$ cat config.mk
export PLATFORM = sky130hd
export DESIGN_NAME = mem_port_arbiter
export DESIGN_NICKNAME = d
export VERILOG_FILES = /design/src/rtl/mem_port_arbiter.sv
export SDC_FILE = /design/constraint.sdc
export NUM_CORES = 1
export LEC_CHECK = 0
export CORE_ASPECT_RATIO = 1.2
export CORE_MARGIN = 2
export CORE_UTILIZATION = 30
export CTS_BUF_LIST = sky130_fd_sc_hd__clkbuf_2 sky130_fd_sc_hd__clkbuf_4 sky130_fd_sc_hd__clkbuf_8
export CTS_CLUSTER_DIAMETER = 50
export CTS_CLUSTER_SIZE = 8
export DETAILED_ROUTE_END_ITERATION = 6
export SYNTH_ARGS = -nofsm -noshare
export SYNTH_HDL_FRONTEND = slang
export SYNTH_SLANG_ARGS = --single-unit
$ cat constraint.sdc
create_clock -name clk -period 1.84 [get_ports clk]
set_clock_uncertainty 0.05 [all_clocks]
set_input_delay 0.276 -clock clk [delete_from_list [all_inputs] [get_ports clk]]
set_output_delay 0.276 -clock clk [all_outputs]
set_load 0.02 [all_outputs]
$ cat src/rtl/mem_port_arbiter.sv
// Two-port memory arbiter: instruction-fetch and data ports share one memory
// through a 2:1 mux, with round-robin on ties and a fixed MEM_LAT-cycle access.
module mem_port_arbiter #(
    parameter int unsigned MEM_LAT = 2
) (
    input  logic clk,
    input  logic rst_n,
    input  logic req_if,
    input  logic req_mem,
    input  logic mem_we_in,
    output logic gnt_if,
    output logic gnt_mem,
    output logic addr_sel,
    output logic mem_en,
    output logic mem_we,
    output logic done_if,
    output logic done_mem,
    output logic busy
);

    typedef enum logic [1:0] {
        IDLE   = 2'd0,
        ACCESS = 2'd1,
        DONE   = 2'd2
    } state_t;

    localparam logic [3:0] LAT_LOAD = 4'(MEM_LAT - 1);

    state_t     state_r;
    state_t     next_state_s;
    logic [3:0] cnt_r;
    logic [3:0] cnt_nxt_s;
    logic       last_grant_r;
    logic       last_grant_nxt_s;
    logic       we_lat_r;
    logic       we_lat_nxt_s;

    logic       gnt_if_r,   gnt_if_nxt_s;
    logic       gnt_mem_r,  gnt_mem_nxt_s;
    logic       addr_sel_r, addr_sel_nxt_s;
    logic       mem_en_r,   mem_en_nxt_s;
    logic       mem_we_r,   mem_we_nxt_s;
    logic       done_if_r,  done_if_nxt_s;
    logic       done_mem_r, done_mem_nxt_s;
    logic       busy_r,     busy_nxt_s;

    logic       any_req_s;
    logic       grant_data_s;

    // Data port wins when it is alone, or on a tie when fetch was granted last.
    assign any_req_s    = req_if | req_mem;
    assign grant_data_s = req_mem & (~req_if | (last_grant_r == 1'b0));

    // State, counter, arbitration history and registered outputs.
    always_ff @(posedge clk or negedge rst_n) begin
        if (!rst_n) begin
            state_r      <= IDLE;
            cnt_r        <= 4'd0;
            last_grant_r <= 1'b1;
            we_lat_r     <= 1'b0;
            gnt_if_r     <= 1'b0;
            gnt_mem_r    <= 1'b0;
            addr_sel_r   <= 1'b0;
            mem_en_r     <= 1'b0;
            mem_we_r     <= 1'b0;
            done_if_r    <= 1'b0;
            done_mem_r   <= 1'b0;
            busy_r       <= 1'b0;
        end else begin
            state_r      <= next_state_s;
            cnt_r        <= cnt_nxt_s;
            last_grant_r <= last_grant_nxt_s;
            we_lat_r     <= we_lat_nxt_s;
            gnt_if_r     <= gnt_if_nxt_s;
            gnt_mem_r    <= gnt_mem_nxt_s;
            addr_sel_r   <= addr_sel_nxt_s;
            mem_en_r     <= mem_en_nxt_s;
            mem_we_r     <= mem_we_nxt_s;
            done_if_r    <= done_if_nxt_s;
            done_mem_r   <= done_mem_nxt_s;
            busy_r       <= busy_nxt_s;
        end
    end

    // Next-state, latency counter and round-robin history.
    always_comb begin
        next_state_s     = state_r;
        cnt_nxt_s        = cnt_r;
        last_grant_nxt_s = last_grant_r;
        case (state_r)
            IDLE: begin
                if (any_req_s) begin
                    next_state_s     = ACCESS;
                    cnt_nxt_s        = LAT_LOAD;
                    last_grant_nxt_s = grant_data_s;
                end else begin
                    next_state_s     = IDLE;
                end
            end
            ACCESS: begin
                if (cnt_r == 4'd0) begin
                    next_state_s = DONE;
                end else begin
                    cnt_nxt_s    = cnt_r - 4'd1;
                end
            end
            DONE: begin
                next_state_s = IDLE;
            end
            default: begin
                next_state_s = IDLE;
                cnt_nxt_s    = 4'd0;
            end
        endcase
    end

    // Next values of the registered outputs; the mux select and write flag are
    // captured at grant so later input changes cannot disturb an access.
    always_comb begin
        gnt_if_nxt_s   = 1'b0;
        gnt_mem_nxt_s  = 1'b0;
        done_if_nxt_s  = 1'b0;
        done_mem_nxt_s = 1'b0;
        mem_en_nxt_s   = 1'b0;
        mem_we_nxt_s   = 1'b0;
        addr_sel_nxt_s = addr_sel_r;
        we_lat_nxt_s   = we_lat_r;
        busy_nxt_s     = (next_state_s != IDLE);
        case (state_r)
            IDLE: begin
                if (any_req_s) begin
                    gnt_if_nxt_s   = ~grant_data_s;
                    gnt_mem_nxt_s  = grant_data_s;
                    addr_sel_nxt_s = grant_data_s;
                    we_lat_nxt_s   = grant_data_s & mem_we_in;
                    mem_en_nxt_s   = 1'b1;
                    mem_we_nxt_s   = grant_data_s & mem_we_in;
                end else begin
                    addr_sel_nxt_s = addr_sel_r;
                end
            end
            ACCESS: begin
                if (cnt_r == 4'd0) begin
                    done_if_nxt_s  = ~addr_sel_r;
                    done_mem_nxt_s = addr_sel_r;
                end else begin
                    mem_en_nxt_s   = 1'b1;
                    mem_we_nxt_s   = we_lat_r;
                end
            end
            DONE: begin
                addr_sel_nxt_s = addr_sel_r;
            end
            default: begin
                addr_sel_nxt_s = 1'b0;
                we_lat_nxt_s   = 1'b0;
            end
        endcase
    end

    assign gnt_if   = gnt_if_r;
    assign gnt_mem  = gnt_mem_r;
    assign addr_sel = addr_sel_r;
    assign mem_en   = mem_en_r;
    assign mem_we   = mem_we_r;
    assign done_if  = done_if_r;
    assign done_mem = done_mem_r;
    assign busy     = busy_r;

endmodule

# After elaboration in Yosys (flattened, before gate mapping)
# Cells that the tools add are included.
# totals
out_inout_bits,8
reg_bits,16
in_bits,5
# op_classes
n_mux,24
n_eq_ne,4
bitwise_logic,10
add_sub_neg,1
n_reduce_logical,7
# ops
operator,count
1-bit two-way mux,15
4-bit one-hot mux with 3 select lines,1
4-bit two-way mux,2
1-bit one-hot mux with 2 select lines,4
1-bit NOT,6
4-bit zero test,1
2-bit inequality test (second input constant),2
2-bit one-hot mux with 2 select lines,1
2-bit AND reduction,2
4-bit by 1-bit subtractor with 4-bit output (second input constant),1
3-bit AND reduction,1
1-bit AND,2
2-bit by 1-bit equality test with 1-bit output (second input constant),1
2-bit equality test (second input constant),1
2-bit zero test,1
2-bit two-way mux,1
1-bit bitwise OR,2
2-bit nonzero test,1
2-bit OR reduction,1

# Logic depth before layout (Yosys ltp)
# depth
ltp_word,6
depth_mapped,6
ltp_nobuf,6

# Least setup slack after synthesis
# Ideal clock, no wire load.
# synth_path
path_type,register to register
startpoint,reg state_r[0]
endpoint,reg cnt_r[3]
required_ps,1669
synth_period_minus_slack_ps,1547
path_buffers,0
setup_slack_ps,293
stages_incl_launch_ff,7
setup_time_ps,121
t_arrival_ps,1376
cell_sequence,dfrtp_1 -> inv_1 -> ha_1 -> nor3b_4 -> nor2_2 -> a22o_1 -> a22o_1
# synth_via
elab_chain_cells,3
# synth_lines
item,line,rtl
from (decl),29,state_t state_r;
from (signal assigned),70,state_r <= next_state_s;
"2-bit by 1-bit equality test with 1-bit output, or another cell as far along",90,case (state_r)
2-bit inequality test (no source line) or 1-bit NOT (tied branches),--,
3-bit AND reduction (no source line),--,
to (signal assigned),71,cnt_r <= cnt_nxt_s;
to (decl),31,logic [3:0] cnt_r;
# Several ways; a longest one is shown, not always the timed one.
# A chain may end at the register's enable or synchronous reset.

# Worst setup path in the final report
# layout_path
startpoint,reg addr_sel_r (netlist: addr_sel)
endpoint,out addr_sel
# layout_rtl
item,line,rtl
from (decl),40,"logic addr_sel_r, addr_sel_nxt_s;"
from (signal assigned),76,addr_sel_r <= addr_sel_nxt_s;
to (decl),13,"output logic addr_sel,"
# No word-level cell between the ends.

==> qor.csv <==
stage,metric,value,unit
run_status,status,completed,
cells_and_area,area_growth,29.30,%
cts,cts_resized,0,
global_routing,grt_pass1_vias,543,
global_routing,overflow,0,
cts,cts_hold_buffers,0,
sta,worstMarginPinSlew,0.4219,ns
drt,routed_wl,1475,µm
placement,dp_cells,116,
cells_and_area,final_cells,120,
cells_and_area,seq_area,401.6,µm²
yosys,synth_edf_count,0,
worst_setup_path,cpMaxStageDelayCell,clkdlybuf4s50_1,
worst_setup_path,crit_path_cell_trace,clkdlybuf4s50_1,
worst_setup_path,setup.worst_path.class,flip-flop to primary output,
sta,finalSetupViolations,0,
placement,dpl_cell_area,940.9,µm²
cells_and_area,multi_input_area,327.8,µm²
yosys,syn_nets,80,
sta,hold_violations,0,
yosys,avgSynthCellArea,10.80,µm²
worst_setup_path,cpPeakStageDelay,0.63,ns
yosys,synth_top_area_cell,dfrtp_1,
sta,grt_setup_unrepaired,false,
worst_setup_path,rr_endpoint,cnt_r[2],
worst_setup_path,r2r_start,cnt_r[1],
cells_and_area,postLayoutCoreUtil,41.94,%
power_and_ir_drop,p_leak,0.4474,nW
yosys,ys_seq_elements,16,
cells_and_area,drive_gt1_share,15.73,%
sta,relSlewSlack,71.79,%
yosys,ys.flop_type,dfrtp_1,
yosys,yosysWarnings,0,
sta,holdWs,0.2355,ns
cts,clkTransAtPathRegs,0.09,ns
power_and_ir_drop,irDropWorstVdd,0.0005660,V
yosys,netlist_top_cells_area,"dfrtp_1 (50%), ha_1 (8.3%), a22o_1 (4.6%)",
placement,dp_hpwl,1130,µm
yosys,seq_area_frac_synth,53.15,%
drt,dr_total_vias,557,
worst_setup_path,cp_max_fo,5,
yosys,synth_cell_types,25,
run,maxCapViolations,0,
worst_setup_path,worstPathArrival,1.34,ns
worst_setup_path,cp.required,1.51,ns
yosys,ys_top_cells_by_count,"dfrtp_1 (15), o21ai_0 (7), inv_1 (6), nand2_1 (6)",
worst_setup_path,cp-end-kind,primary output,
die,die_y,58.98,µm
worst_setup_path,cp_top_family,buffers and inverters,
cts,root_buffer,clkbuf_4,
yosys,synth.cell_area,755.7,µm²
die,rows,19,
power_and_ir_drop,p_total,1.597,mW
sta,setup_slack,0.1772,ns
drt,firstDrtPassIters,4,
yosys,synth_top_area_share,49.67,%
cts,cts.sinks,16,
cts,postCtsSetupRepairBufs,0,
cells_and_area,fin_area,977.2,µm²
power_and_ir_drop,power_density,1634,nW/µm²
global_routing,antenna_found_initial,0,
cts,cts_buffer_depth,2,
sta,fin_setup_tns,0,ns
sta,min_period,1.663,ns
worst_setup_path,cp_num_buf_inv,1,
die,core_area,2330,µm²
drt,vias_per_cell,4.642,
yosys,postSynthCellCount,70,
drt,ant_nets,0,
drt,wire_per_inst,12.29,µm
global_routing,track_usage,11.42,%
die,num_io_pins,13,
cts,insertion_delay,0.28,ns
global_routing,grt_pass1_wl,2428,µm
min_path,min_path_type,primary input to asynchronous set/reset pin,
sta,period_share,90.37,%
worst_setup_path,r2r_slack,0.28,ns
die,die_w,49.82,µm
worst_setup_path,reg2regPathDepth,6,
sta,slew_violations,0,
yosys,ys_async_sr_fraction,100.0,%
cells_and_area,fillers,236,
global_routing,grt_max_degree,10,
yosys,synth_most_common_cell,dfrtp_1,
cts,cts_buffers,3,
placement,port_buffers,12,
cells_and_area,nets,100,
worst_setup_path,worstSetupStartpointType,flip-flop,
drt,drc,0,
sta,fmaxAchievable,601.4,MHz
die,start_util,32.44,%
placement,gp_congestion,0.7947,
cells_and_area,diodes,0,
die,dieArea,2938,µm²
cts,cts_htree_levels,1,
cts,tritoncts,done,
placement,dp_slack,0.1529,ns
drt,drtIter0Drc,5,
[per-layer routing]
metal  part of all wire [%]  GRT usage [%]
met5                      0              0
met4                    1.6          8.333
met3                    4.3          2.020
met2                     51          19.24
met1                     44          13.04
[power breakdown]
| group | total (mW) | internal (mW) | switching [mW] |
|---|---|---|---|
| logic | 0.799 | 0.382 | 0.417 |
| clock network | 0.228 | 0.120 | 0.108 |
| registers | 0.569 | 0.491 | 0.0786 |
[how the worst max path moves through the flow]
stage / from / endpoint / cells past startpoint
6_report: addr_sel / addr_sel / 1
5_1_grt: addr_sel / addr_sel / 1
4_1_cts: addr_sel / addr_sel / 1
3_5_place_dp: req_mem / cnt_r[3] / 5
3_3_place_gp: req_mem / cnt_r[3] / 5
2_1_floorplan: state_r[0] / cnt_r[3] / 6
[flip-flops by register name, summed over array words and instances (netlist names)]
register and count:
addr_sel 1, gnt_if 1, cnt_r 4, mem_en 1, state_r 2, gnt_mem 1
done_mem 1, mem_we 1, done_if 1, last_grant_r 1, busy 1, we_lat_r 1
[final cells by class]
class,instances,area share [%]
tap,31,3.969
timing repair buffer,16,15.36
multi-input combinational,47,33.55
clock buffer,4,3.713
inverter,6,2.305
sequential,16,41.10
[cell families (layout without fill, tap and decap cells)]
kind of cell / after synthesis / in the layout / synth area share, %
compound gates: 22 / 22 / 18.21
fa+ha+maj: 5 / 5 / 8.278
buf+inv: 7 / 26 / 3.476
flops: 16 / 16 / 53.15
simple gates: 20 / 20 / 16.89
[cells in the final DEF, fill, tap and decap left out, types with 2 or more instances in the layout]
cell type / n
a21oi_1: 5
a22o_1: 4
buf_4: 4
clkbuf_4: 3
clkdlybuf4s50_1: 12
dfrtp_1: 15
ha_1: 5
inv_1: 6
nand2_1: 6
nand2b_1: 2
nor2_1: 2
o21ai_0: 7
o31ai_1: 3
Note: power is estimated with default switching activity, not from simulation.
